<file path="src/rtl/psi_pkg.sv">
// Shared definitions for the private set intersection stream block:
// FSM state encoding and counter width derivation.
package psi_pkg;

    typedef enum logic [1:0] {
        LOAD  = 2'd0,
        MERGE = 2'd1,
        OUT   = 2'd2,
        DONE  = 2'd3
    } psi_state_t;

    function automatic int clog2(input int v);
        int r;
        r = 0;
        while ((1 << r) < v) begin
            r = r + 1;
        end
        return r;
    endfunction

    // Counters must hold the value K itself, so size for K+1 codes.
    function automatic int cnt_width(input int k);
        return (clog2(k + 1) < 1) ? 1 : clog2(k + 1);
    endfunction

endpackage

</file>
<file path="src/rtl/psi_stream_if.sv">
// Element stream in, intersection stream out, plus per-job done/count status.
// slave is the block side, master is the producer/consumer side.
interface psi_stream_if
    import psi_pkg::*;
#(
    parameter int W = 8,
    parameter int K = 4
);
    localparam int CW = cnt_width(K);

    logic          in_valid;
    logic          in_ready;
    logic [W-1:0]  in_data;
    logic          out_valid;
    logic          out_ready;
    logic [W-1:0]  out_data;
    logic          out_last;
    logic          done;
    logic [CW-1:0] count;

    modport slave (
        input  in_valid, in_data, out_ready,
        output in_ready, out_valid, out_data, out_last, done, count
    );

    modport master (
        output in_valid, in_data, out_ready,
        input  in_ready, out_valid, out_data, out_last, done, count
    );

endinterface

</file>
<file path="src/rtl/psi_cmp.sv">
// Unsigned W-bit less-than / equal comparator for the merge step; purely combinational.
// No handshake: results follow the operands in the same cycle.
module psi_cmp #(
    parameter int W = 8
) (
    input  logic [W-1:0] a,
    input  logic [W-1:0] b,
    output logic         lt,
    output logic         eq
);

    assign lt = (a < b);
    assign eq = (a == b);

endmodule

</file>
<file path="src/rtl/psi_stream.sv">
// N-party sorted set intersection: loads party 0, merges parties 1..N-1 in place, streams result.
// Latency N*K + skips + cnt + 1 cycles per job; in_ready drops during accumulator skips, out holds under out_ready=0.
module psi_stream
    import psi_pkg::*;
#(
    parameter int W = 8,
    parameter int K = 4,
    parameter int N = 2
) (
    input  logic        clk,
    input  logic        rst,
    psi_stream_if.slave bus
);

    localparam int CW = cnt_width(K);
    localparam int PW = cnt_width(N);

    localparam logic [CW-1:0] K_LAST = CW'(K - 1);
    localparam logic [CW-1:0] K_VAL  = CW'(K);
    localparam logic [CW-1:0] ONE    = CW'(1);
    localparam logic [PW-1:0] P_LAST = PW'(N - 1);
    localparam logic [PW-1:0] P_ONE  = PW'(1);

    psi_state_t    state;
    psi_state_t    state_nx;

    logic [W-1:0]  acc [K];
    logic [CW-1:0] ep;
    logic [CW-1:0] rp;
    logic [CW-1:0] wp;
    logic [CW-1:0] op;
    logic [CW-1:0] cnt;
    logic [CW-1:0] count_q;
    logic [PW-1:0] party;

    logic [W-1:0]  a_sel;
    logic [W-1:0]  o_sel;
    logic          a_lt;
    logic          a_eq;
    logic          rp_end;
    logic          in_rdy;
    logic          skip;
    logic          match;
    logic          in_xfer;
    logic          out_vld;
    logic          out_lst;
    logic          out_xfer;
    logic          ep_last;
    logic          acc_we;
    logic [CW-1:0] acc_wi;
    logic [CW-1:0] cnt_merge_nx;

    // Mux-based reads keep the pointer widths independent of the array depth.
    always_comb begin
        a_sel = '0;
        o_sel = '0;
        for (int i = 0; i < K; i++) begin
            if (rp == CW'(i)) a_sel = acc[i];
            if (op == CW'(i)) o_sel = acc[i];
        end
    end

    psi_cmp #(.W(W)) u_cmp (
        .a  (a_sel),
        .b  (bus.in_data),
        .lt (a_lt),
        .eq (a_eq)
    );

    assign rp_end  = (rp == cnt);
    assign ep_last = (ep == K_LAST);

    always_comb begin
        in_rdy  = 1'b0;
        skip    = 1'b0;
        match   = 1'b0;
        out_vld = 1'b0;
        out_lst = 1'b0;
        case (state)
            LOAD: begin
                in_rdy = 1'b1;
            end
            MERGE: begin
                if (rp_end) begin
                    in_rdy = 1'b1;
                end else if (a_lt) begin
                    // Only skip against a real element; idle bus data is meaningless.
                    skip = bus.in_valid;
                end else begin
                    in_rdy = 1'b1;
                    match  = a_eq;
                end
            end
            OUT: begin
                out_vld = 1'b1;
                out_lst = (op == (cnt - ONE));
            end
            default: begin
            end
        endcase
    end

    assign in_xfer      = bus.in_valid & in_rdy;
    assign out_xfer     = out_vld & bus.out_ready;
    assign cnt_merge_nx = wp + CW'(match & in_xfer);
    assign acc_we       = in_xfer & ((state == LOAD) | ((state == MERGE) & match));
    assign acc_wi       = (state == LOAD) ? ep : wp;

    always_comb begin
        state_nx = state;
        case (state)
            LOAD: begin
                if (in_xfer && ep_last) state_nx = MERGE;
            end
            MERGE: begin
                if (in_xfer && ep_last && (party == P_LAST)) begin
                    state_nx = (cnt_merge_nx != '0) ? OUT : DONE;
                end
            end
            OUT: begin
                if (out_xfer && out_lst) state_nx = DONE;
            end
            DONE: begin
                state_nx = LOAD;
            end
            default: begin
                state_nx = LOAD;
            end
        endcase
    end

    always_ff @(posedge clk or posedge rst) begin
        if (rst) begin
            state   <= LOAD;
            ep      <= '0;
            rp      <= '0;
            wp      <= '0;
            op      <= '0;
            cnt     <= '0;
            count_q <= '0;
            party   <= '0;
            for (int i = 0; i < K; i++) acc[i] <= '0;
        end else begin
            state <= state_nx;
            for (int i = 0; i < K; i++) begin
                if (acc_we && (acc_wi == CW'(i))) acc[i] <= bus.in_data;
            end
            case (state)
                LOAD: begin
                    if (in_xfer) begin
                        if (ep_last) begin
                            ep    <= '0;
                            cnt   <= K_VAL;
                            party <= P_ONE;
                            rp    <= '0;
                            wp    <= '0;
                        end else begin
                            ep <= ep + ONE;
                        end
                    end
                end
                MERGE: begin
                    if (skip) rp <= rp + ONE;
                    if (in_xfer) begin
                        if (match) begin
                            wp <= wp + ONE;
                            rp <= rp + ONE;
                        end
                        // End of party overrides the pointer bumps above.
                        if (ep_last) begin
                            cnt   <= cnt_merge_nx;
                            rp    <= '0;
                            wp    <= '0;
                            ep    <= '0;
                            party <= party + P_ONE;
                        end else begin
                            ep <= ep + ONE;
                        end
                    end
                end
                OUT: begin
                    if (out_xfer) op <= out_lst ? '0 : (op + ONE);
                end
                DONE: begin
                    count_q <= cnt;
                    party   <= '0;
                    ep      <= '0;
                    op      <= '0;
                end
                default: begin
                end
            endcase
        end
    end

    assign bus.in_ready  = in_rdy & ~rst;
    assign bus.out_valid = out_vld;
    assign bus.out_data  = out_vld ? o_sel : '0;
    assign bus.out_last  = out_vld & out_lst;
    assign bus.done      = (state == DONE);
    assign bus.count     = (state == DONE) ? cnt : count_q;

endmodule

</file>
<file path="src/flat_wrapper.sv">
// flat-port wrapper written by rule: the top's interface ports become plain ports
module psi_stream_flat import psi_pkg::*;
#(
    parameter int W = 8,
    parameter int K = 4,
    parameter int N = 2
)
  (clk, rst, bus_in_valid, bus_in_data, bus_out_ready, bus_in_ready, bus_out_valid, bus_out_data, bus_out_last, bus_done, bus_count);
  psi_stream_if #(.W(W), .K(K)) bus_i ();
  input  logic clk;
  input  logic rst;
  input wire logic [$bits(bus_i.in_valid)-1:0] bus_in_valid;
  input wire logic [$bits(bus_i.in_data)-1:0] bus_in_data;
  input wire logic [$bits(bus_i.out_ready)-1:0] bus_out_ready;
  output wire logic [$bits(bus_i.in_ready)-1:0] bus_in_ready;
  output wire logic [$bits(bus_i.out_valid)-1:0] bus_out_valid;
  output wire logic [$bits(bus_i.out_data)-1:0] bus_out_data;
  output wire logic [$bits(bus_i.out_last)-1:0] bus_out_last;
  output wire logic [$bits(bus_i.done)-1:0] bus_done;
  output wire logic [$bits(bus_i.count)-1:0] bus_count;
  assign bus_i.in_valid = bus_in_valid;
  assign bus_i.in_data = bus_in_data;
  assign bus_i.out_ready = bus_out_ready;
  assign bus_in_ready = bus_i.in_ready;
  assign bus_out_valid = bus_i.out_valid;
  assign bus_out_data = bus_i.out_data;
  assign bus_out_last = bus_i.out_last;
  assign bus_done = bus_i.done;
  assign bus_count = bus_i.count;
  psi_stream #(.W(W), .K(K), .N(N)) u_core (.clk(clk), .rst(rst), .bus(bus_i));
endmodule
</file>
<file path="config.mk">
export PLATFORM = sky130hd
export DESIGN_NAME = psi_stream_flat
export DESIGN_NICKNAME = d
export VERILOG_FILES = /design/src/rtl/psi_pkg.sv /design/src/rtl/psi_stream_if.sv /design/src/rtl/psi_cmp.sv /design/src/rtl/psi_stream.sv /design/src/flat_wrapper.sv
export SDC_FILE = /design/constraint.sdc
export NUM_CORES = 1
export LEC_CHECK = 0
export ABC_AREA = 1
export CAP_MARGIN = 20
export CORE_ASPECT_RATIO = 0.75
export CORE_MARGIN = 10
export CORE_UTILIZATION = 23
export CTS_BUF_LIST = sky130_fd_sc_hd__clkbuf_8
export DETAILED_ROUTE_END_ITERATION = 10
export SKIP_LAST_GASP = 1
export SYNTH_ARGS = -nofsm -noshare
export SYNTH_HDL_FRONTEND = slang
export SYNTH_SLANG_ARGS = --single-unit
</file>
<file path="constraint.sdc">
create_clock -name clk -period 3.3 [get_ports clk]
set_input_delay 0.33 -clock clk [delete_from_list [all_inputs] [get_ports clk]]
set_output_delay 0.33 -clock clk [all_outputs]
set_load 0.02 [all_outputs]
</file>
# After elaboration in Yosys (flattened, before gate mapping)
# Cells that the tools add are included.
[op_classes]
reduce_logical = 24
eq_ne = 27
mux = 54
n_lt_le_gt_ge = 1
n_addsub = 7
n_bitwise = 9
[ops]
columns = ["op", "n"]
rows = [
  ["8-bit two-way mux", 9],
  ["3-bit two-way mux", 19],
  ["3-bit case mux with 2 select lines", 5],
  ["3-bit by 2-bit equality test with 1-bit output (second input constant)", 7],
  ["5-bit AND reduction", 3],
  ["2-bit two-way mux", 7],
  ["2-bit by 1-bit inequality test with 1-bit output (second input constant)", 7],
  ["3-bit by 1-bit adder with 3-bit output (second input constant)", 4],
  ["1-bit two-way mux", 11],
  ["3-bit by 1-bit equality test with 1-bit output (second input constant)", 3],
  ["3-bit logical NOT", 3],
  ["8-bit equality test", 1],
  ["8-bit less-than comparator", 1],
  ["2-bit case mux with 4 select lines", 1],
  ["1-bit AND", 7],
  ["1-bit logical AND", 7],
  ["3-bit equality test", 2],
  ["2-bit case mux with 3 select lines", 1],
  ["3-bit AND reduction", 2],
  ["2-bit nonzero test", 3],
  ["3-bit nonzero test", 2],
  ["2-bit by 1-bit equality test with 1-bit output (second input constant)", 2],
  ["2-bit equality test (second input constant)", 2],
  ["2-bit inequality test (second input constant)", 2],
  ["other kinds (10)", 11],
]
[totals]
out_inout_bits = 15
register_bits = 54
elab_cells = 134
in_bits = 12

# Depth between registers and ports, before layout
# Gate-level depths: netlist of run 1.
[depth]
ltp_word = 16
mapped_depth = 26
ltp_nobuf = 26

# Cells and area by module
# Synthesis of run 1 repeated with hierarchy kept, for this count alone.
[unflattened]
hier_cells = 505
area_unflattened_um2 = 3733.6
[modules_own_cells]
columns = ["module", "n_inst", "area_per_inst_um2", "cells_per_inst", "seq_area_each_um2"]
rows = [
  ["psi_stream", 1, 3512.1, 468, 1351.3],
  ["psi_cmp", 1, 221.5, 37, 0.0],
]

# Worst setup path before layout of run 1
# No wires, ideal clock.
[synth_timing]
path_kind = "register -> register"
from = "reg u_core.rp[1]"
to = "reg u_core.state[0]"
t_arrival_ps = 3431
path_slack_ps = -213
stages_incl_launch_ff = 23
required_time_ps = 3217
cell_sequence = "dfrtp_1 -> inv_1 -> ha_1 -> inv_1 -> nor2_1 -> inv_1 -> a31oi_1 -> o21ai_0 -> ha_1 -> a21o_1 -> nor2_1 -> nand2_1 -> nor2_1 -> nor2_2 -> nand2_1 -> nor2_1 -> ha_1 -> ha_1 -> a21oi_1 -> o21ai_0 -> nor4_1 -> nor3_1 -> o21ai_0"
[synth_between]
elab_chain_cells = 16
[synth_lines]
columns = ["item", "line_no", "rtl"]
rows = [
  ["start: declaration", "psi_stream.sv:29", "logic [CW-1:0] rp;"],
  ["start signal: assignment", "psi_stream.sv:163", "if (skip) rp <= rp + ONE;"],
  ["start signal: assignment", "psi_stream.sv:167", "rp <= rp + ONE;"],
  ["3-bit logical NOT", "psi_stream.sv:58", "if (rp == CW'(i)) a_sel = acc[i];"],
  ["8-bit two-way mux (4 in series)", "psi_stream.sv:58", ""],
  ["8-bit less-than comparator", "psi_cmp.sv:12", "assign lt = (a < b);"],
  ["1-bit two-way mux", "psi_stream.sv:86", "end else if (a_lt) begin"],
  ["1-bit two-way mux", "psi_stream.sv:84", "if (rp_end) begin"],
  ["1-bit case mux with 2 select lines", "psi_stream.sv:79", "case (state)"],
  ["1-bit AND", "psi_stream.sv:103", "assign in_xfer = bus.in_valid & in_rdy;"],
  ["1-bit AND", "psi_stream.sv:105", "assign cnt_merge_nx = wp + CW'(match & in_xfer);"],
  ["3-bit adder", "psi_stream.sv:105", ""],
  ["3-bit nonzero test", "psi_stream.sv:117", "state_nx = (cnt_merge_nx != '0) ? OUT : DONE;"],
  ["1-bit two-way mux", "psi_stream.sv:117", ""],
  ["2-bit two-way mux", "psi_stream.sv:116", "if (in_xfer && ep_last && (party == P_LAST)) begin"],
  ["2-bit case mux with 4 select lines", "psi_stream.sv:111", "case (state)"],
  ["end signal: assignment", "psi_stream.sv:144", "state <= state_nx;"],
  ["end: declaration", "psi_stream.sv:24", "psi_state_t state;"],
]
# Parallel ways exist; a longest one is shown, timed or not. The select of a mux whose other input is x is not followed.
# A chain may end at the register's enable or synchronous reset.

# Worst setup path in the final report of run 1
# Same ends and word-level chain as after synthesis.

==> results.md, run 1 <==
- The run finished, with violations left.
- The checks that failed: negative setup slack.
- The violation count after the first detailed-route iteration is 340.
- The power consumption is 5.62 mW.
- STA puts the critical path data required time at 3.56 ns.
- The count of unresolved DRC violations after routing is 0.
- STA classifies the critical path startpoint as a flop.
- The number of antenna diodes in the final layout is 0.
- In this run the worst setup path terminates at u_core.state[0].
- Cells fill 33.9% of the core in the end.
- The width of the die is 164 microns.
- The number of pins exceeding their max-slew limit in the final report was 0.
- The number of global-route vias before repair is 3466.
- The class of the worst hold path is flop to flop.
- Among all flip-flop cells after synthesis, the most frequent one is sky130_fd_sc_hd__dfrtp_1.
- The classification of the worst setup path is flop to flop.
- The post-route antenna net violation count is 0.
- Along the worst hold path, the cell count comes to 2.
- The insertion delay to the later sink of the worst-skew pair is 0.33 ns.
- The sequential element share of the synthesized area is 37.8%.
- Based on the critical path, the design can be clocked at up to 0.293 GHz.
- The synthesized net count is 528.
- The post-detailed-placement half-perimeter wirelength is 8.13 mm.
- The hold-fix buffer count after cts is 0.
- The H-tree was split into 2 levels.
- Measured against its own limit, the worst slew margin works out to 52.5%.
- The number of distinct library cells after synthesis is 33.
- The floorplan die height is 128 microns.
- The beginning of the worst register-to-register path is u_core.rp[1].
- Setup violations remaining at the end of the flow were counted as 34.
- Across the run, the number of max-cap violations was 0.
- The first global-routing pass estimated 18.4 mm of wire.
- CTS saw 54 sinks.
- From synthesis to final layout, the design area changed by 44.0%.
- The final hold violation count is 0.
- Counting the buffers created by CTS gives 5.
- The number of antenna violations at the first check in global routing is 0.
- The number of synthesized register bits is 54.
- In this run the power density over the cells is 1090 mW/mm^2.
- For flop-to-flop paths, the worst setup slack is -0.11 ns.
- Summed over all layers, the global routing overflow is 0.
- The routed via count divided by cell count is 4.79.
- The worst-path maximum fanout is 7.
- Global routing consumed, over all layers together, 10.8% of the routing resources.
- The maximum buffer depth of the clock tree is 2.
- The final layout contains 611 nets.
- Yosys mapped a number of flops with a built-in enable equal to 0.
- The detailed-route wire length is 11.9 mm.
- The routability congestion estimate is 0.882.
- The top-level I/O count is 27.
- The slew at the pin closest to its max-slew limit is 0.713 ns.
- The area of the core is 0.0152 sq mm.
- TritonCTS built the clock tree.
- For this run, the number of Yosys warnings is 0.
- The library cell used most frequently in the layout, excluding fill and tap cells, is sky130_fd_sc_hd__nand2_1.
- The worst endpoint data arrival time is 3.67 ns.
- Setup repair after global routing could not meet its margin everywhere.
- The post-route netlist has 25.7% of its cells at a drive strength greater than 1.
- Entering global routing, the biggest net connects 55 pins.
- Counting cells, the worst reg-to-reg path comes to 23.
- The initial cell density of the core is 23.5%.
- The highest ir drop seen on vdd is 0.000300 V.
- The number of rows in the core area is 39.
- The per-cell routed wire length is 15.4 microns.
- The launch point of the critical path is u_core.rp[1].
- The worst clock skew is 0.0203 ns.
- The category of the worst setup path capture point is a flop.
- The clock slew seen by the registers of the worst setup and hold paths is 0.11 ns.
- Leaving out fill and tap cells, the most frequent cells in the layout are sky130_fd_sc_hd__nand2_1, sky130_fd_sc_hd__dfrtp_1, sky130_fd_sc_hd__buf_4.
- The post-synthesis cell area is 0.00358 sq mm.
- Dividing the synthesized area by the synthesized cell count gives 7.33 sq um.
- After layout, the worst path uses 103% of the clock period.
- The via count is 3721.
- The smallest clock period supported by the final layout is computed as 3.41 ns.
- The root buffer cell chosen for the clock tree is sky130_fd_sc_hd__clkbuf_8.
- The floorplan step defined a die boundary enclosing 0.0210 sq mm.
- Of all flip-flops after synthesis, the portion carrying an async set or reset was 100%.
- In the synthesized netlist, the number of instances is 488.
- The worst register-to-register path ends at u_core.state[0].
- The leakage power is 2.46 nW.
- The pre-antenna-repair detailed-routing pass consisted of 5 iterations.
- Across all setup checks in the final design, the least slack found is -0.107 ns.
- The layout filler cell count is 1578.
- Input and output buffers added on the ports amount to 26.
[power breakdown]
group          total, mW  internal [mW]  switching (mW)
clock network      0.464          0.224           0.240
logic               3.88           1.68            2.20
registers           1.28          0.952           0.324
total               5.62           2.85            2.77
[what timing repair did]
| item | CTS | global route |
|---|---|---|
| resized for setup | 45 | 80 |
| gates cloned | 1 | 4 |
| buffers inserted | 17 | 7 |
| endpoints found under the setup margin | 36 | 50 |
| pin swaps | 17 | 55 |
[metal layers]
metal,vias to the layer above,wire length [microns],GRT usage (%)
met5,-,0,0
met4,0,137,2.10
met3,17,672,1.67
met2,103,5460,16.6
met1,1802,5660,15.5
li1,1799,-,-
[synthesized netlist by cell type, types with 2 or more instances]
| cell type | count | area, sq um |
|---|---|---|
| sky130_fd_sc_hd__nand2_1 | 160 | 601 |
| sky130_fd_sc_hd__dfrtp_1 | 54 | 1350 |
| sky130_fd_sc_hd__nand3_1 | 53 | 265 |
| sky130_fd_sc_hd__inv_1 | 48 | 180 |
| sky130_fd_sc_hd__o21ai_0 | 37 | 185 |
| sky130_fd_sc_hd__ha_1 | 28 | 350 |
| sky130_fd_sc_hd__nor2_1 | 20 | 75.1 |
| sky130_fd_sc_hd__a21oi_1 | 19 | 95.1 |
| sky130_fd_sc_hd__nand4_1 | 11 | 68.8 |
| sky130_fd_sc_hd__a31oi_1 | 7 | 43.8 |
| sky130_fd_sc_hd__nor3_1 | 5 | 25.0 |
| sky130_fd_sc_hd__o211ai_1 | 5 | 37.5 |
| sky130_fd_sc_hd__clkbuf_1 | 4 | 15.0 |
| sky130_fd_sc_hd__clkinv_1 | 4 | 15.0 |
| sky130_fd_sc_hd__nor3_2 | 4 | 40.0 |
| sky130_fd_sc_hd__o22ai_1 | 4 | 25.0 |
| sky130_fd_sc_hd__xnor2_1 | 4 | 35.0 |
| sky130_fd_sc_hd__buf_6 | 3 | 33.8 |
| sky130_fd_sc_hd__a211oi_1 | 2 | 15.0 |
| sky130_fd_sc_hd__nand3b_1 | 2 | 15.0 |
| sky130_fd_sc_hd__xor2_1 | 2 | 17.5 |
[registers in the layout, summed over array words and instances, names as in the netlist]
signal,count
u_core.acc,32
u_core.cnt,3
u_core.count_q,3
u_core.ep,3
u_core.op,3
u_core.party,2
u_core.rp,3
u_core.state,2
u_core.wp,3
[cell families (layout without fill, tap and decap cells)]
family          Yosys count  after routing  share of synthesized area (%)
flops                    54             54                           37.8
compound gates           79             79                           12.4
buf+inv                  62            146                           7.27
xor+xnor                  6              6                           1.47
fa+ha+maj                28             28                           9.79
simple gates            258            258                           31.0
mux                       1              1                          0.280
[metrics by stage]
stage	worst slack [ns]	hold WS, ns	instances	cell area (sq um)	TNS (ns)
4_1_cts	-0.0524	0.491	772	4720	-0.0640
3_3_place_gp	-0.105	0.457	746	4330	-0.105
3_5_place_dp	-0.224	0.464	746	4330	-1.25
2_1_floorplan	0.0221	0.442	488	3590	0
5_1_grt	-0.274	0.505	777	5150	-8.17
6_report	-0.107	0.480	777	5150	-2.32
[worst max-delay path: stages (launching register included)]
cell,delay [ns]
sky130_fd_sc_hd__dfrtp_1,0.44
sky130_fd_sc_hd__inv_2,0.11
sky130_fd_sc_hd__ha_4,0.14
sky130_fd_sc_hd__inv_4,0.04
sky130_fd_sc_hd__nor2_4,0.19
sky130_fd_sc_hd__clkinv_4,0.15
sky130_fd_sc_hd__a31oi_4,0.19
sky130_fd_sc_hd__o21ai_2,0.08
sky130_fd_sc_hd__ha_1,0.33
sky130_fd_sc_hd__a21oi_2,0.17
sky130_fd_sc_hd__nor2_2,0.07
sky130_fd_sc_hd__nor2_4,0.13
sky130_fd_sc_hd__nand2_4,0.07
sky130_fd_sc_hd__nor2_4,0.11
sky130_fd_sc_hd__nor2_4,0.06
sky130_fd_sc_hd__nand2_2,0.08
sky130_fd_sc_hd__nor2_2,0.05
sky130_fd_sc_hd__ha_2,0.18
sky130_fd_sc_hd__ha_4,0.16
sky130_fd_sc_hd__a21oi_2,0.14
sky130_fd_sc_hd__o21ai_2,0.09
sky130_fd_sc_hd__nor4_2,0.15
sky130_fd_sc_hd__nor3_1,0.07
sky130_fd_sc_hd__o21ai_1,0.13
[area by class of cell]
cell class | instances | area [sq um] | area share [%]
sequential | 54 | 1350 | 26.2
tap | 205 | 256 | 4.98
multi-input combinational | 372 | 2350 | 45.6
timing repair buffer | 86 | 880 | 17.1
inverter | 52 | 205 | 3.98
clock inverter | 3 | 40.0 | 0.777
clock buffer | 5 | 68.8 | 1.34
[worst min path at each step]
stage	start	end
2_1_floorplan	u_core.acc[1]	u_core.acc[1]
3_3_place_gp	u_core.count_q[2]	u_core.count_q[2]
3_5_place_dp	u_core.count_q[2]	u_core.count_q[2]
4_1_cts	u_core.count_q[2]	u_core.count_q[2]
5_1_grt	u_core.count_q[2]	u_core.count_q[2]
6_report	u_core.count_q[2]	u_core.count_q[2]
(Power assumes the default switching activity.)
==> run 2: changes to the inputs <==
- SKIP_LAST_GASP: 1 -> not set
==> run 2 against run 1 <==
Net effect:
- the flow still finishes with violations (negative setup slack)
- power shrank 0.12%
- clock skew is 0.0060 ns lower
- via count is 1.1% lower
- global-route usage did not move
- cell area unchanged
- clock-buffer cell count is the same
- register-to-register slack about the same
- clock power hardly changed
- routed wire length decreased by 0.18%
- core utilization is the same
- flip-flop and latch count is the same
==> results.md, run 2 (synthesized netlist as in run 1, its figures left out) <==
- The number of rows in the core area is 39 (unchanged).
- The fmax is 0.294 GHz (was 0.293 GHz).
- The power consumption came to 5.61 mW (was 5.62 mW).
- The hold-critical path depth was 2 (unchanged).
- The leakage power is 2.46 nW (about the same).
- The number of pins exceeding their max-slew limit in the final report came to 0 (unchanged).
- The top-level I/O count is 27 (unchanged).
- The violation count after the first detailed-route iteration is 345 (was 340).
- Violations in the final reports: negative setup slack (unchanged).
- The power density normalized to cell area is 1090 mW/mm^2 (about the same).
- The CTS buffer count is 5 (unchanged).
- The per-cell routed wire length was 15.3 microns (was 15.4 microns).
- The max capacitance violation total is 0 (unchanged).
- The detailed-route wire length is 11.9 mm (about the same).
- The initial cell density of the core came to 23.5% (unchanged).
- The worst endpoint data arrival time is 3.66 ns (was 3.67 ns).
- The area of the core came to 0.0152 sq mm (unchanged).
- The count of unresolved DRC violations after routing came to 0 (unchanged).
- The CTS tree is built (unchanged).
- The combined area of the multi-input logic cells is 0.00235 sq mm (unchanged).
- The highest ir drop seen on vdd was 0.000298 V (was 0.000300 V).
- The startpoint class of the critical path is a flop (unchanged).
- The stage delay of the slowest cell on the critical path is 0.44 ns (about the same).
- The maximum number of pins on one net before global-route repair is 55 (unchanged).
- The number of global-route vias before repair is 3466 (unchanged).
- The share of post-route cells with drive strength above 1 is 25.7% (unchanged).
- The final-stage net count is 611 (unchanged).
- The worst clock skew is 0.0142 ns (was 0.0203 ns).
- The maximum buffer depth of the clock tree is 2 (unchanged).
- The final critical-path setup slack was -0.104 ns (was -0.107 ns).
- The number of port buffers was 26 (unchanged).
- CP cell instances: inv_2 > ha_4 > inv_4 > nor2_4 > clkinv_4 > a31oi_4 > o21ai_2 > ha_1 > a21oi_2 > nor2_2 > nor2_4 > nand2_4 > nor2_4 > nor2_4 > nand2_2 > nor2_2 > ha_2 > ha_4 > a21oi_2 > o21ai_2 > nor4_2 > nor3_1 > o21ai_1 (unchanged).
- The worst endpoint required time came to 3.56 ns (about the same).
- The total global routing track utilization is 10.8% (unchanged).
- The final hold violation count was 0 (unchanged).
- The master of the slowest instance on the critical path was sky130_fd_sc_hd__dfrtp_1 (unchanged).
- The number of clock sinks is 54 (unchanged).
- The signed area change from the synthesized netlist to the final layout is 44.0% (unchanged).
- The buffer cell driving the clock tree root is sky130_fd_sc_hd__clkbuf_8 (unchanged).
- The number of iterations in the first detailed-routing pass was 5 (unchanged).
- The most numerous cell on the critical path is sky130_fd_sc_hd__nor2_4 (unchanged).
- The diode insertion count for antenna repair was 0 (unchanged).
- The routed via count divided by cell count is 4.73 (was 4.79).
- The via count is 3679 (was 3721).
- The class of the worst hold path is flop to flop (unchanged).
- The clock slew seen by the registers of the worst setup and hold paths was 0.11 ns (about the same).
- The total congestion overflow is 0 (unchanged).
- The category of the worst setup path capture point is a flop (unchanged).
- The floorplan die height was 128 microns (unchanged).
- The layout filler cell count came to 1578 (unchanged).
- The time the worst path needs with I/O delays and setup is 3.40 ns (was 3.41 ns).
- The most flop-heavy register is u_core.acc (unchanged).
- The insertion delay to the later sink of the worst-skew pair was 0.32 ns (was 0.33 ns).
- Result of the run: finished with violations (unchanged).
- The setup violation total in the final timing report came to 34 (unchanged).
- The worst hold-check slack is 0.479 ns (was 0.480 ns).
- The worst-path maximum fanout is 7 (unchanged).
- The most common cell after layout, fill and taps aside is sky130_fd_sc_hd__nand2_1 (unchanged).
- The slew at the pin closest to its max-slew limit was 0.712 ns (was 0.713 ns).
- The hold-fix buffer count after cts is 0 (unchanged).
- The post-detailed-placement half-perimeter wirelength was 8.13 mm (unchanged).
- The number of antenna violations at the first check in global routing was 0 (unchanged).
- The flip-flop count of the largest register, all copies and words added is 32 (unchanged).
- RSZ-0062 raised after global routing: true (unchanged).
- The width of the die was 164 microns (unchanged).
- Most frequent cells in the layout: sky130_fd_sc_hd__nand2_1, sky130_fd_sc_hd__dfrtp_1, sky130_fd_sc_hd__buf_4 (unchanged).
- The worst reg2reg path depth was 23 (unchanged).
- The routability congestion estimate is 0.882 (unchanged).
- The depth of the CTS H-tree was 2 (unchanged).
- The first-pass GRT wire length is 18.4 mm (unchanged).
- The area of all sequential standard cells is 0.00135 sq mm (unchanged).
- The post-route antenna net violation count is 0 (unchanged).
- The classification of the worst setup path is flop to flop (unchanged).
- The die footprint is 0.0210 sq mm (unchanged).
- The final clock period utilization by the worst path is 103% (about the same).
- The worst slew margin relative to its limit is 52.5% (about the same).
run 2: cell counts in the layout (fill, tap and decap cells not counted):
No cell type changed its count.
run 2: path summary, 6_finish.rpt:
check                                       start                 to  slack (ns)
worst min-delay path            u_core.count_q[2]  u_core.count_q[2]        0.48
worst max-delay path                 u_core.rp[1]    u_core.state[0]       -0.10
max in group asynchronous                     rst       u_core.rp[0]        2.27
worst max register to register       u_core.rp[1]    u_core.state[0]       -0.10
worst min register to register  u_core.count_q[2]  u_core.count_q[2]        0.48
min in group asynchronous                     rst    u_core.state[0]        0.54
run 2: area by class of cell:
cell class / count / share of cell area, %
Clock buffer: 5 / 1.34
Clock inverter: 3 / 0.777
Inverter: 52 / 3.98
Multi-Input combinational cell: 372 / 45.6
Sequential cell: 54 / 26.2
Tap cell: 205 / 4.98
Timing Repair Buffer: 86 / 17.1
run 2: report_power, final:
group	leakage [nW]	switching (mW)	internal, mW
registers	0.693	0.326	0.952
logic	1.71	2.20	1.68
clock network	0.0579	0.240	0.224
run 2: per-layer routing:
layer  track usage (%)  up-vias  wire length [microns]  share of wire (%)
met2              16.6      111                   5490                 46
met1              15.5     1761                   5560                 47
li1                  -     1794                      -                  -
met3              1.67       13                    750                6.3
met5                 0        -                      0                  0
met4              2.10        0                    110               0.92
run 2: through the flow:
| stage | setup slack, ns | setup TNS [ns] | cell area, sq um | std cells | util (%) |
|---|---|---|---|---|---|
| finish | -0.104 | -1.95 | 5150 | 777 | 33.9 |
| CTS | -0.0524 | -0.0524 | 4730 | 772 | 31.0 |
| floorplan | 0.0221 | 0 | 3590 | 488 | - |
| detailed placement | -0.224 | -1.25 | 4330 | 746 | 28.4 |
| global placement | -0.105 | -0.105 | 4330 | 746 | 28.4 |
| global route | -0.274 | -8.13 | 5150 | 777 | 33.9 |
run 2: repair_timing:
item,CTS,global route
pin swaps,17,54
gates cloned,1,4
endpoints found under the setup margin,36,50
setup buffers,17,7
resized for setup,46,79
run 2: critical path, delay by kind of cell (launching register included):
kind / cells / cell delay [ns]
and+or+nand+nor: 10 / 0.99
DFF: 1 / 0.44
AOI/OAI and AO/OA: 6 / 0.80
adders and majority gates: 4 / 0.81
buffers and inverters: 3 / 0.30
